**config.mk**
```make
export PLATFORM = sky130hd
export DESIGN_NAME = fir_peak_detector_flat
export DESIGN_NICKNAME = d
export VERILOG_FILES = /design/src/rtl/fir_peak_detector_if.sv /design/src/rtl/fir_peak_detector.sv /design/src/flat_wrapper.sv
export SDC_FILE = /design/constraint.sdc
export NUM_CORES = 1
export LEC_CHECK = 0
export BUFFER_PORTS_ARGS = -buffer_cell sky130_fd_sc_hd__buf_2
export CAP_MARGIN = 20
export CORE_MARGIN = 4
export CORE_UTILIZATION = 50
export DETAILED_ROUTE_END_ITERATION = 10
export GPL_TIMING_DRIVEN = 0
export PLACE_DENSITY = 0.75
export SLEW_MARGIN = 10
export SYNTH_ARGS = -nofsm -noshare
export SYNTH_HDL_FRONTEND = slang
export SYNTH_SLANG_ARGS = --single-unit
```
**constraint.sdc**
```tcl
create_clock -name clock -period 2.5 [get_ports clock]
set_clock_uncertainty 0.1 [all_clocks]
set_input_delay 0.75 -clock clock [delete_from_list [all_inputs] [get_ports clock]]
set_output_delay 0.75 -clock clock [all_outputs]
set_load 0.02 [all_outputs]
```
**src/rtl/fir_peak_detector_if.sv**
```systemverilog
// Sample stream in, peak report out, between the FIR output stage and the peak detector.
// The master drives samples and threshold; the slave returns status and the registered result.
interface fir_peak_detector_if #(
    parameter int DATA_WIDTH  = 19,
    parameter int INDEX_WIDTH = 6
);
    logic                          frame_start;
    logic                          data_valid;
    logic signed [DATA_WIDTH-1:0]  data_in;
    logic        [DATA_WIDTH-2:0]  threshold;
    logic                          busy;
    logic                          peak_valid;
    logic                          peak_found;
    logic        [DATA_WIDTH-2:0]  peak_value;
    logic        [INDEX_WIDTH-1:0] peak_index;

    modport master (
        output frame_start, data_valid, data_in, threshold,
        input  busy, peak_valid, peak_found, peak_value, peak_index
    );

    modport slave (
        input  frame_start, data_valid, data_in, threshold,
        output busy, peak_valid, peak_found, peak_value, peak_index
    );
endinterface

```
**src/rtl/fir_peak_detector.sv**
```systemverilog
// Searches each fixed-length window of FIR samples for the largest magnitude at or above
// a threshold and reports its value and index once per window.
module fir_peak_detector #(
    parameter int DATA_WIDTH    = 19,
    parameter int WINDOW_LENGTH = 64,
    parameter int INDEX_WIDTH   = $clog2(WINDOW_LENGTH)
) (
    input logic               clock,
    input logic               reset_n,
    fir_peak_detector_if.slave bus
);
    localparam int MAG_WIDTH = DATA_WIDTH - 1;
    localparam logic [INDEX_WIDTH-1:0] LAST_INDEX = INDEX_WIDTH'(WINDOW_LENGTH - 1);

    typedef enum logic [1:0] {IDLE, SEARCH, REPORT} state_t;

    state_t                  state_q, state_d;
    logic [INDEX_WIDTH-1:0]  count_q, count_d;
    logic [MAG_WIDTH-1:0]    max_q, max_d;
    logic [INDEX_WIDTH-1:0]  maxIndex_q, maxIndex_d;
    logic                    found_q, found_d;
    logic                    peakFound_q, peakFound_d;
    logic [MAG_WIDTH-1:0]    peakValue_q, peakValue_d;
    logic [INDEX_WIDTH-1:0]  peakIndex_q, peakIndex_d;

    logic signed [DATA_WIDTH:0] sampleExt;
    logic signed [DATA_WIDTH:0] sampleNeg;
    logic        [DATA_WIDTH:0] absVal;
    logic [MAG_WIDTH-1:0]       mag;

    logic                    accept;
    logic                    lastSample;
    logic                    qualify;
    logic [INDEX_WIDTH-1:0]  countEff;
    logic [MAG_WIDTH-1:0]    maxEff;
    logic [INDEX_WIDTH-1:0]  maxIndexEff;
    logic                    foundEff;
    logic [MAG_WIDTH-1:0]    maxNew;
    logic [INDEX_WIDTH-1:0]  maxIndexNew;
    logic                    foundNew;

    // Negate one bit wider than the sample so the most negative input cannot wrap,
    // then clamp it to the largest representable magnitude.
    always_comb begin
        sampleExt = {bus.data_in[DATA_WIDTH-1], bus.data_in};
        sampleNeg = -sampleExt;
        absVal    = bus.data_in[DATA_WIDTH-1] ? sampleNeg : sampleExt;
        mag       = (absVal[DATA_WIDTH:MAG_WIDTH] != '0) ? '1 : absVal[MAG_WIDTH-1:0];
    end

    // A frame start makes this sample index 0 of a fresh window, so the running
    // search state is viewed as already cleared.
    always_comb begin
        accept      = bus.data_valid && (bus.frame_start || (state_q == SEARCH));
        countEff    = bus.frame_start ? '0 : count_q;
        maxEff      = bus.frame_start ? '0 : max_q;
        maxIndexEff = bus.frame_start ? '0 : maxIndex_q;
        foundEff    = bus.frame_start ? 1'b0 : found_q;
        qualify     = accept && (mag >= bus.threshold) && (!foundEff || (mag > maxEff));
        lastSample  = accept && (countEff == LAST_INDEX);
        maxNew      = qualify ? mag : maxEff;
        maxIndexNew = qualify ? countEff : maxIndexEff;
        foundNew    = foundEff || qualify;
    end

    always_comb begin
        count_d     = count_q;
        max_d       = max_q;
        maxIndex_d  = maxIndex_q;
        found_d     = found_q;
        peakFound_d = peakFound_q;
        peakValue_d = peakValue_q;
        peakIndex_d = peakIndex_q;
        if (lastSample) begin
            peakFound_d = foundNew;
            peakValue_d = foundNew ? maxNew : '0;
            peakIndex_d = foundNew ? maxIndexNew : '0;
            count_d     = '0;
            max_d       = '0;
            maxIndex_d  = '0;
            found_d     = 1'b0;
        end else if (bus.frame_start || accept) begin
            count_d     = accept ? countEff + INDEX_WIDTH'(1) : '0;
            max_d       = maxNew;
            maxIndex_d  = maxIndexNew;
            found_d     = foundNew;
        end
    end

    always_ff @(posedge clock or negedge reset_n) begin
        if (!reset_n) begin
            state_q <= IDLE;
        end else begin
            state_q <= state_d;
        end
    end

    always_comb begin
        state_d = state_q;
        case (state_q)
            IDLE: begin
                if (bus.frame_start) state_d = SEARCH;
            end
            SEARCH: begin
                if (bus.frame_start)  state_d = SEARCH;
                else if (lastSample)  state_d = REPORT;
            end
            REPORT: begin
                state_d = bus.frame_start ? SEARCH : IDLE;
            end
            default: state_d = IDLE;
        endcase
    end

    always_comb begin
        bus.busy       = (state_q == SEARCH);
        bus.peak_valid = (state_q == REPORT);
        bus.peak_found = peakFound_q;
        bus.peak_value = peakValue_q;
        bus.peak_index = peakIndex_q;
    end

    always_ff @(posedge clock or negedge reset_n) begin
        if (!reset_n) begin
            count_q     <= '0;
            max_q       <= '0;
            maxIndex_q  <= '0;
            found_q     <= 1'b0;
            peakFound_q <= 1'b0;
            peakValue_q <= '0;
            peakIndex_q <= '0;
        end else begin
            count_q     <= count_d;
            max_q       <= max_d;
            maxIndex_q  <= maxIndex_d;
            found_q     <= found_d;
            peakFound_q <= peakFound_d;
            peakValue_q <= peakValue_d;
            peakIndex_q <= peakIndex_d;
        end
    end
endmodule

```
**src/flat_wrapper.sv**
```systemverilog
// flat-port wrapper written by rule: the top's interface ports become plain ports
module fir_peak_detector_flat 
#(
    parameter int DATA_WIDTH    = 19,
    parameter int WINDOW_LENGTH = 64,
    parameter int INDEX_WIDTH   = $clog2(WINDOW_LENGTH)
)
  (clock, reset_n, bus_frame_start, bus_data_valid, bus_data_in, bus_threshold, bus_busy, bus_peak_valid, bus_peak_found, bus_peak_value, bus_peak_index);
  fir_peak_detector_if #(.DATA_WIDTH(DATA_WIDTH), .INDEX_WIDTH(INDEX_WIDTH)) bus_i ();
  input logic clock;
  input logic reset_n;
  input wire logic [$bits(bus_i.frame_start)-1:0] bus_frame_start;
  input wire logic [$bits(bus_i.data_valid)-1:0] bus_data_valid;
  input wire logic [$bits(bus_i.data_in)-1:0] bus_data_in;
  input wire logic [$bits(bus_i.threshold)-1:0] bus_threshold;
  output wire logic [$bits(bus_i.busy)-1:0] bus_busy;
  output wire logic [$bits(bus_i.peak_valid)-1:0] bus_peak_valid;
  output wire logic [$bits(bus_i.peak_found)-1:0] bus_peak_found;
  output wire logic [$bits(bus_i.peak_value)-1:0] bus_peak_value;
  output wire logic [$bits(bus_i.peak_index)-1:0] bus_peak_index;
  assign bus_i.frame_start = bus_frame_start;
  assign bus_i.data_valid = bus_data_valid;
  assign bus_i.data_in = bus_data_in;
  assign bus_i.threshold = bus_threshold;
  assign bus_busy = bus_i.busy;
  assign bus_peak_valid = bus_i.peak_valid;
  assign bus_peak_found = bus_i.peak_found;
  assign bus_peak_value = bus_i.peak_value;
  assign bus_peak_index = bus_i.peak_index;
  fir_peak_detector #(.DATA_WIDTH(DATA_WIDTH), .WINDOW_LENGTH(WINDOW_LENGTH), .INDEX_WIDTH(INDEX_WIDTH)) u_core (.clock(clock), .reset_n(reset_n), .bus(bus_i));
endmodule
```
; ---- After elaboration in Yosys (flattened, before gate mapping)
; Index checks and enable logic that the tools add are counted.
; Widths: inputs -> output; s select.
[word_totals]
regBits = 58
wordCells = 54
input_bits = 41
out_inout_bits = 27
[classes]
n_mux = 24
addsub = 2
eq_ne = 5
n_lt_le_gt_ge = 2
n_reduce_logical = 13
[ops]
columns = op, n
row1 = $mux 18, 6
row2 = $mux 6, 9
row3 = $mux 20, 1
row4 = $neg 19->20, 1
row5 = $ge 18x18->1, 1
row6 = $gt 18x18->1, 1
row7 = $add 6x1->6 const B, 1
row8 = $eq 6x6->1 const B, 1
row9 = $mux 2, 3
row10 = $pmux 2 s3, 1
row11 = $logic_and 1x1->1, 4
row12 = $logic_or 1x1->1, 4
row13 = $mux 1, 4
row14 = $reduce_bool 2->1, 2
row15 = $ne 3x2->1 const B, 1
row16 = $eq 2x1->1 const B, 1
row17 = $eq 2x2->1 const B, 1
row18 = $logic_not 2->1, 1
row19 = $ne 2x2->1 const B, 1
row20 = $reduce_and 2->1, 1
row21 = $logic_not 1->1, 1

; ---- Logic depth before layout (Yosys ltp)
[logic_depth]
ltp_word = 10
mapped_depth = 19
mapped_depth_nobuf = 15

; ---- Worst setup path after synthesis
; OpenSTA, ideal clock, no wires.
[synth_timing]
path_kind = input port to flip-flop
start = input port bus_data_in[6]
end = register u_core.max_q[10]
setup_ps = 147
path_buffers = 5
stages = 17
arrival_time_ps = 4129
path_slack_ps = -1876
required_time_ps = 2253
path_cell_list = nor3_1 -> nand4_1 -> or2_2 -> clkbuf_1 -> clkbuf_1 -> buf_1 -> nand2_1 -> ha_1 -> nand2_1 -> o21bai_1 -> a21oi_1 -> o311a_1 -> or4_1 -> buf_2 -> buf_2 -> a21boi_1 -> a311oi_1
[synth_between]
elab_chain_cells = 10
elab_cells_between_ends = 12
cone_classes = add/sub: 1 / order compare: 2 / mux: 5 / reduce/logical: 4
[synth_lines]
columns = item, line
row1 = start: declaration, flat_wrapper.sv:14  ; input wire logic [$bits(bus_i.data_in)-1:0] bus_data_in;
row2 = $neg 19->20, fir_peak_detector.sv:46  ; sampleNeg = -sampleExt;
row3 = $mux 20 (*), fir_peak_detector.sv:47  ; absVal = bus.data_in[DATA_WIDTH-1] ? sampleNeg : sampleExt;
row4 = $reduce_bool 2->1, fir_peak_detector.sv:48  ; mag = (absVal[DATA_WIDTH:MAG_WIDTH] != '0) ? '1 : absVal[MAG_WIDTH-1:0];
row5 = $mux 18 (*), fir_peak_detector.sv:48
row6 = $ge 18x18->1 / $gt 18x18->1 (equally long branches), fir_peak_detector.sv:59  ; qualify = accept && (mag >= bus.threshold) && (!foundEff || (mag > maxEff));
row7 = $logic_and 1x1->1 / $logic_or 1x1->1 (equally long branches), fir_peak_detector.sv:59
row8 = $logic_and 1x1->1, fir_peak_detector.sv:59
row9 = $mux 18 (*), fir_peak_detector.sv:61  ; maxNew = qualify ? mag : maxEff;
row10 = $mux 18 (*), fir_peak_detector.sv:82  ; end else if (bus.frame_start || accept) begin
row11 = $mux 18 (*), fir_peak_detector.sv:74  ; if (lastSample) begin
row12 = end signal: assignment, fir_peak_detector.sv:134  ; max_q <= max_d;
row13 = end: declaration, fir_peak_detector.sv:19  ; logic [MAG_WIDTH-1:0] max_q, max_d;
; Mark *: on every way between the ends. The rest lies on a longest branch, timed or not. The select of a mux whose other input is x is not followed.
; A chain may end at the register's enable or synchronous reset.

; ---- Worst setup path in the final report
[layout_timing]
start = input port bus_data_in[1]
end = register u_core.maxIndex_q[5]
[layout_between]
elab_chain_cells = 10
elab_cells_between_ends = 12
cone_classes = add/sub: 1 / order compare: 2 / mux: 5 / reduce/logical: 4
[layout_lines]
columns = item, line
row1 = $neg 19->20, fir_peak_detector.sv:46
row2 = $mux 20 (*), fir_peak_detector.sv:47
row3 = $reduce_bool 2->1, fir_peak_detector.sv:48
row4 = $mux 18 (*), fir_peak_detector.sv:48
row5 = $ge 18x18->1 / $gt 18x18->1 (equally long branches), fir_peak_detector.sv:59
row6 = $logic_and 1x1->1 / $logic_or 1x1->1 (equally long branches), fir_peak_detector.sv:59
row7 = $logic_and 1x1->1 (*), fir_peak_detector.sv:59
row8 = $mux 6 (*), fir_peak_detector.sv:62  ; maxIndexNew = qualify ? countEff : maxIndexEff;
row9 = $mux 6 (*), fir_peak_detector.sv:82
row10 = $mux 6 (*), fir_peak_detector.sv:74
row11 = end signal: assignment, fir_peak_detector.sv:135  ; maxIndex_q <= maxIndex_d;
row12 = end: declaration, fir_peak_detector.sv:20  ; logic [INDEX_WIDTH-1:0] maxIndex_q, maxIndex_d;
; Marked as above.

==> impl_metrics.ini <==
[sta]
max_freq_ghz = 0.234
rsz0062_at_grt = yes
holdWs_ps = 365
hold_viol_final = 0
period_needed_ps = 4280
drv_slew = 0
post-route-period-util = 1.71
slew_headroom = 0.502
tns_ps = -85260
timing.final.ws_setup_ps = -1780
setup_violations = 51
tightest_slew_ps = 747

[worst_setup_path]
slowest_stage = nor4_4
cp_slowest_stage_delay_ps = 450
cp-end-kind = register
crit_path_cell_trace = buf_12 > buf_12 > nor4_4 > buf_4 > nand2_4 > o31ai_4 > xor2_2 > nand2_2 > ha_4 > a21oi_2 > o211ai_1 > nand4b_1 > o311a_1 > buf_6 > buf_6 > nor4_4 > clkbuf_4 > o21ai_0 > a21oi_1
cp_top_family = simple AND/OR/NAND/NOR gates
path_class = in -> reg
cp_max_fo = 5
setup.worst_path.start_class = input port
required_ps = 2670
crit_arrival_ps = 4450
crit_buf_inv = 6

[placement]
routabilityCongestion = 0.899
dp_slack_ps = -2530
io_buffers = 67
dp.final_hpwl_mm = 9.00

[floorplan]
die-width_um = 98.3
die_h_um = 98.3
die_area_mm2 = 0.00965
rows = 32
design.core.area_mm2 = 0.00781
pin_count = 68
start_util = 0.522

[drt]
drtAntennaViolNets = 0
drt_iter0_markers = 663
drc_errors = 0
wl_per_cell_um = 25.6
totalWireLength_mm = 18.7
firstDrtPassIters = 8
vias = 5098
routed_via_density = 6.96

[synthesis]
synth.distinct_cells = 55
syn_area_per_cell_um2 = 8.50
synth_nets = 556
syn-cell-area_mm2 = 0.00407
yosys_most_used_dff = dfrtp_1
yosysTopAreaCellShare = 0.356
async_flop_share = 1.00
synth_edf_count = 0
synth-seq-cells = 58
synth_top_cells_by_area = dfrtp_1 36%, ha_1 11%, nand2_1 6.9%
synth_cells = 479
yosys.area.top_type = dfrtp_1
ys_seq_area_frac = 0.356
ys_warn_count = 0

[outcome]
status = complete, but fails checks
violations = setup timing

[power_and_ir_drop]
pwr-share-comb = 0.394
intPower_mw = 2.21
p_total_mw = 3.41
p_per_area_mw_per_mm2 = 506
swShare = 0.353
p_seq_frac = 0.303
pwr-share-clk = 0.303
p_sw_mw = 1.20
peakVddDrop_mv = 0.325
leakage_nw = 2.99

[finish]
n_fill_cell = 361
diodes = 0
area_delta_synth_final_pct = 65.7
final_nets = 702
drive_gt1_frac = 0.502

[clock_tree]
cts_root_buf = clkbuf_8
hold_buffers = 0
htree_levels = 3
clk_latency_ps = 370
cts_buffers = 9
clk_pin_slew_ps = 80
clk_path_buf_depth = 2
clock-sinks = 58
cts_tree = done

[grt]
grt_pass1_wl_mm = 22.9
grt_max_degree = 59
antenna_found_initial = 0
first_global_vias = 4537
grt_usage = 0.302
grt-ovfl-total = 0

[worst_hold_path]
hold_class = in -> async

[run]
max_cap_viol_count = 0
-- layout by cell type (no fill, tap or decap), types with 4 or more instances in the layout --
master	Yosys	routed
buf_8	0	7
nand2_2	0	9
dfrtp_1	58	58
nand2_1	75	63
buf_12	0	10
o21ai_1	12	14
ha_1	36	25
o21a_1	4	4
clkbuf_1	19	6
nand3_2	0	9
nand3_1	18	6
nor4_4	0	4
o21ai_0	21	10
nand4_1	13	13
a21oi_1	32	16
buf_4	0	56
a21oi_2	0	15
a311oi_2	0	10
o31ai_2	0	13
o211ai_1	11	11
o21ai_2	0	7
a21boi_4	0	12
ha_4	0	11
xor2_1	12	9
clkbuf_8	0	12
buf_2	5	62
nor2b_1	8	8
inv_1	29	27
nor2_1	14	10
buf_6	1	11
a21o_1	7	7
-- kinds of logic after synthesis --
family,count (synthesis),share of synthesized area
buffers and inverters,57,0.0559
adder cells (fa/ha/maj),36,0.111
XOR/XNOR,15,0.0323
AND/OR/NAND/NOR,157,0.185
multiplexers,2,0.00522
AO/OA/AOI/OAI,154,0.254
flip-flops,58,0.356
-- power groups by stage --
stage / combinational, mW / sequential [mW] / clock [mW]
detailed placement: 0.674 / 1.04 / 0
floorplan: 0.462 / 1.03 / 0
CTS: 1.02 / 1.02 / 0.998
finish: 1.34 / 1.03 / 1.03
global route: 1.39 / 1.04 / 1.05
global placement: 0.647 / 1.03 / 0
-- synthesized netlist by cell type (7+ instances only) --
library cell and count:
a21o_1 7, o21ai_0 21, o211ai_1 11, clkbuf_1 19, nand4_1 13, nor2_1 14, nand3_1 18, o21ai_1 12
o31ai_1 18, dfrtp_1 58, a21oi_1 32, xor2_1 12, a21boi_1 12, nor2b_1 8, inv_1 29, ha_1 36
nor3_1 7, nand2_1 75, a311oi_1 12
-- repair_timing --
item | CTS | global route
endpoints found under the setup margin | 53 | 53
cloned | 4 | 2
buffers inserted | 42 | 20
resized for setup | 142 | 103
pin swaps | 54 | 66
hold endpoints to repair | 0 | 0
-- metrics by stage --
step           std cells  instance area [µm²]  utilization
2_1_floorplan        479                 4270            -
3_3_place_gp         648                 4740        0.607
3_5_place_dp         648                 4740        0.607
4_1_cts              709                 6080        0.779
5_1_grt              732                 6750        0.864
6_report             732                 6750        0.864
-- state kept, by name, indices dropped and copies added (netlist names) --
| register | cells |
|---|---|
| u_core.bus.peak_value | 18 |
| u_core.max_q | 18 |
| u_core.bus.peak_index | 6 |
| u_core.count_q | 6 |
| u_core.maxIndex_q | 6 |
| u_core.state_q | 2 |
| u_core.bus.peak_found | 1 |
| u_core.found_q | 1 |
-- layout make-up --
cell class / instances / area, µm² / area share
clock inverters: 4 / 73.8 / 0.0109
clock buffers: 12 / 155 / 0.0230
multi-input cells: 364 / 3450 / 0.512
flip-flops and latches: 58 / 1450 / 0.215
plain buffers: 25 / 294 / 0.0436
inverters: 31 / 136 / 0.0202
well taps: 102 / 128 / 0.0189
repair buffers: 136 / 1050 / 0.156
-- path summary, 6_finish.rpt --
check,endpoint,slack [ps],cells past startpoint,from
max reg2reg,u_core.maxIndex_q[5]$_DFFE_PN0P_,-580,12,u_core.max_q[0]$_DFFE_PN0P_
min in group clock,u_core.bus.peak_found$_DFFE_PN0P_,380,1,u_core.bus.peak_found$_DFFE_PN0P_
max,u_core.maxIndex_q[5]$_DFFE_PN0P_,-1780,19,bus_data_in[1]
min reg2reg,u_core.bus.peak_found$_DFFE_PN0P_,380,1,u_core.bus.peak_found$_DFFE_PN0P_
min,u_core.max_q[4]$_DFFE_PN0P_,370,1,reset_n
max in group asynchronous,u_core.maxIndex_q[5]$_DFFE_PN0P_,1460,1,reset_n
-- worst reg2reg max path: stages, from the launching register on --
cell      delay [ps]
dfrtp_1          330
nor2b_1          310
ha_1             230
nor2b_1           80
o21bai_4         140
a21oi_2           80
o311a_1          410
buf_6            140
buf_6            110
nor4_4           450
clkbuf_4         300
o21ai_0          130
a21oi_1          190
-- layer usage --
metal | vias to the layer above | part of all wire | global-route usage
li1 | 2047 | - | -
met1 | 2405 | 0.35 | 0.364
met2 | 490 | 0.46 | 0.500
met3 | 156 | 0.12 | 0.0743
met4 | 0 | 0.068 | 0.158
met5 | - | 0 | 0
Note: power is estimated with default switching activity, not from simulation.
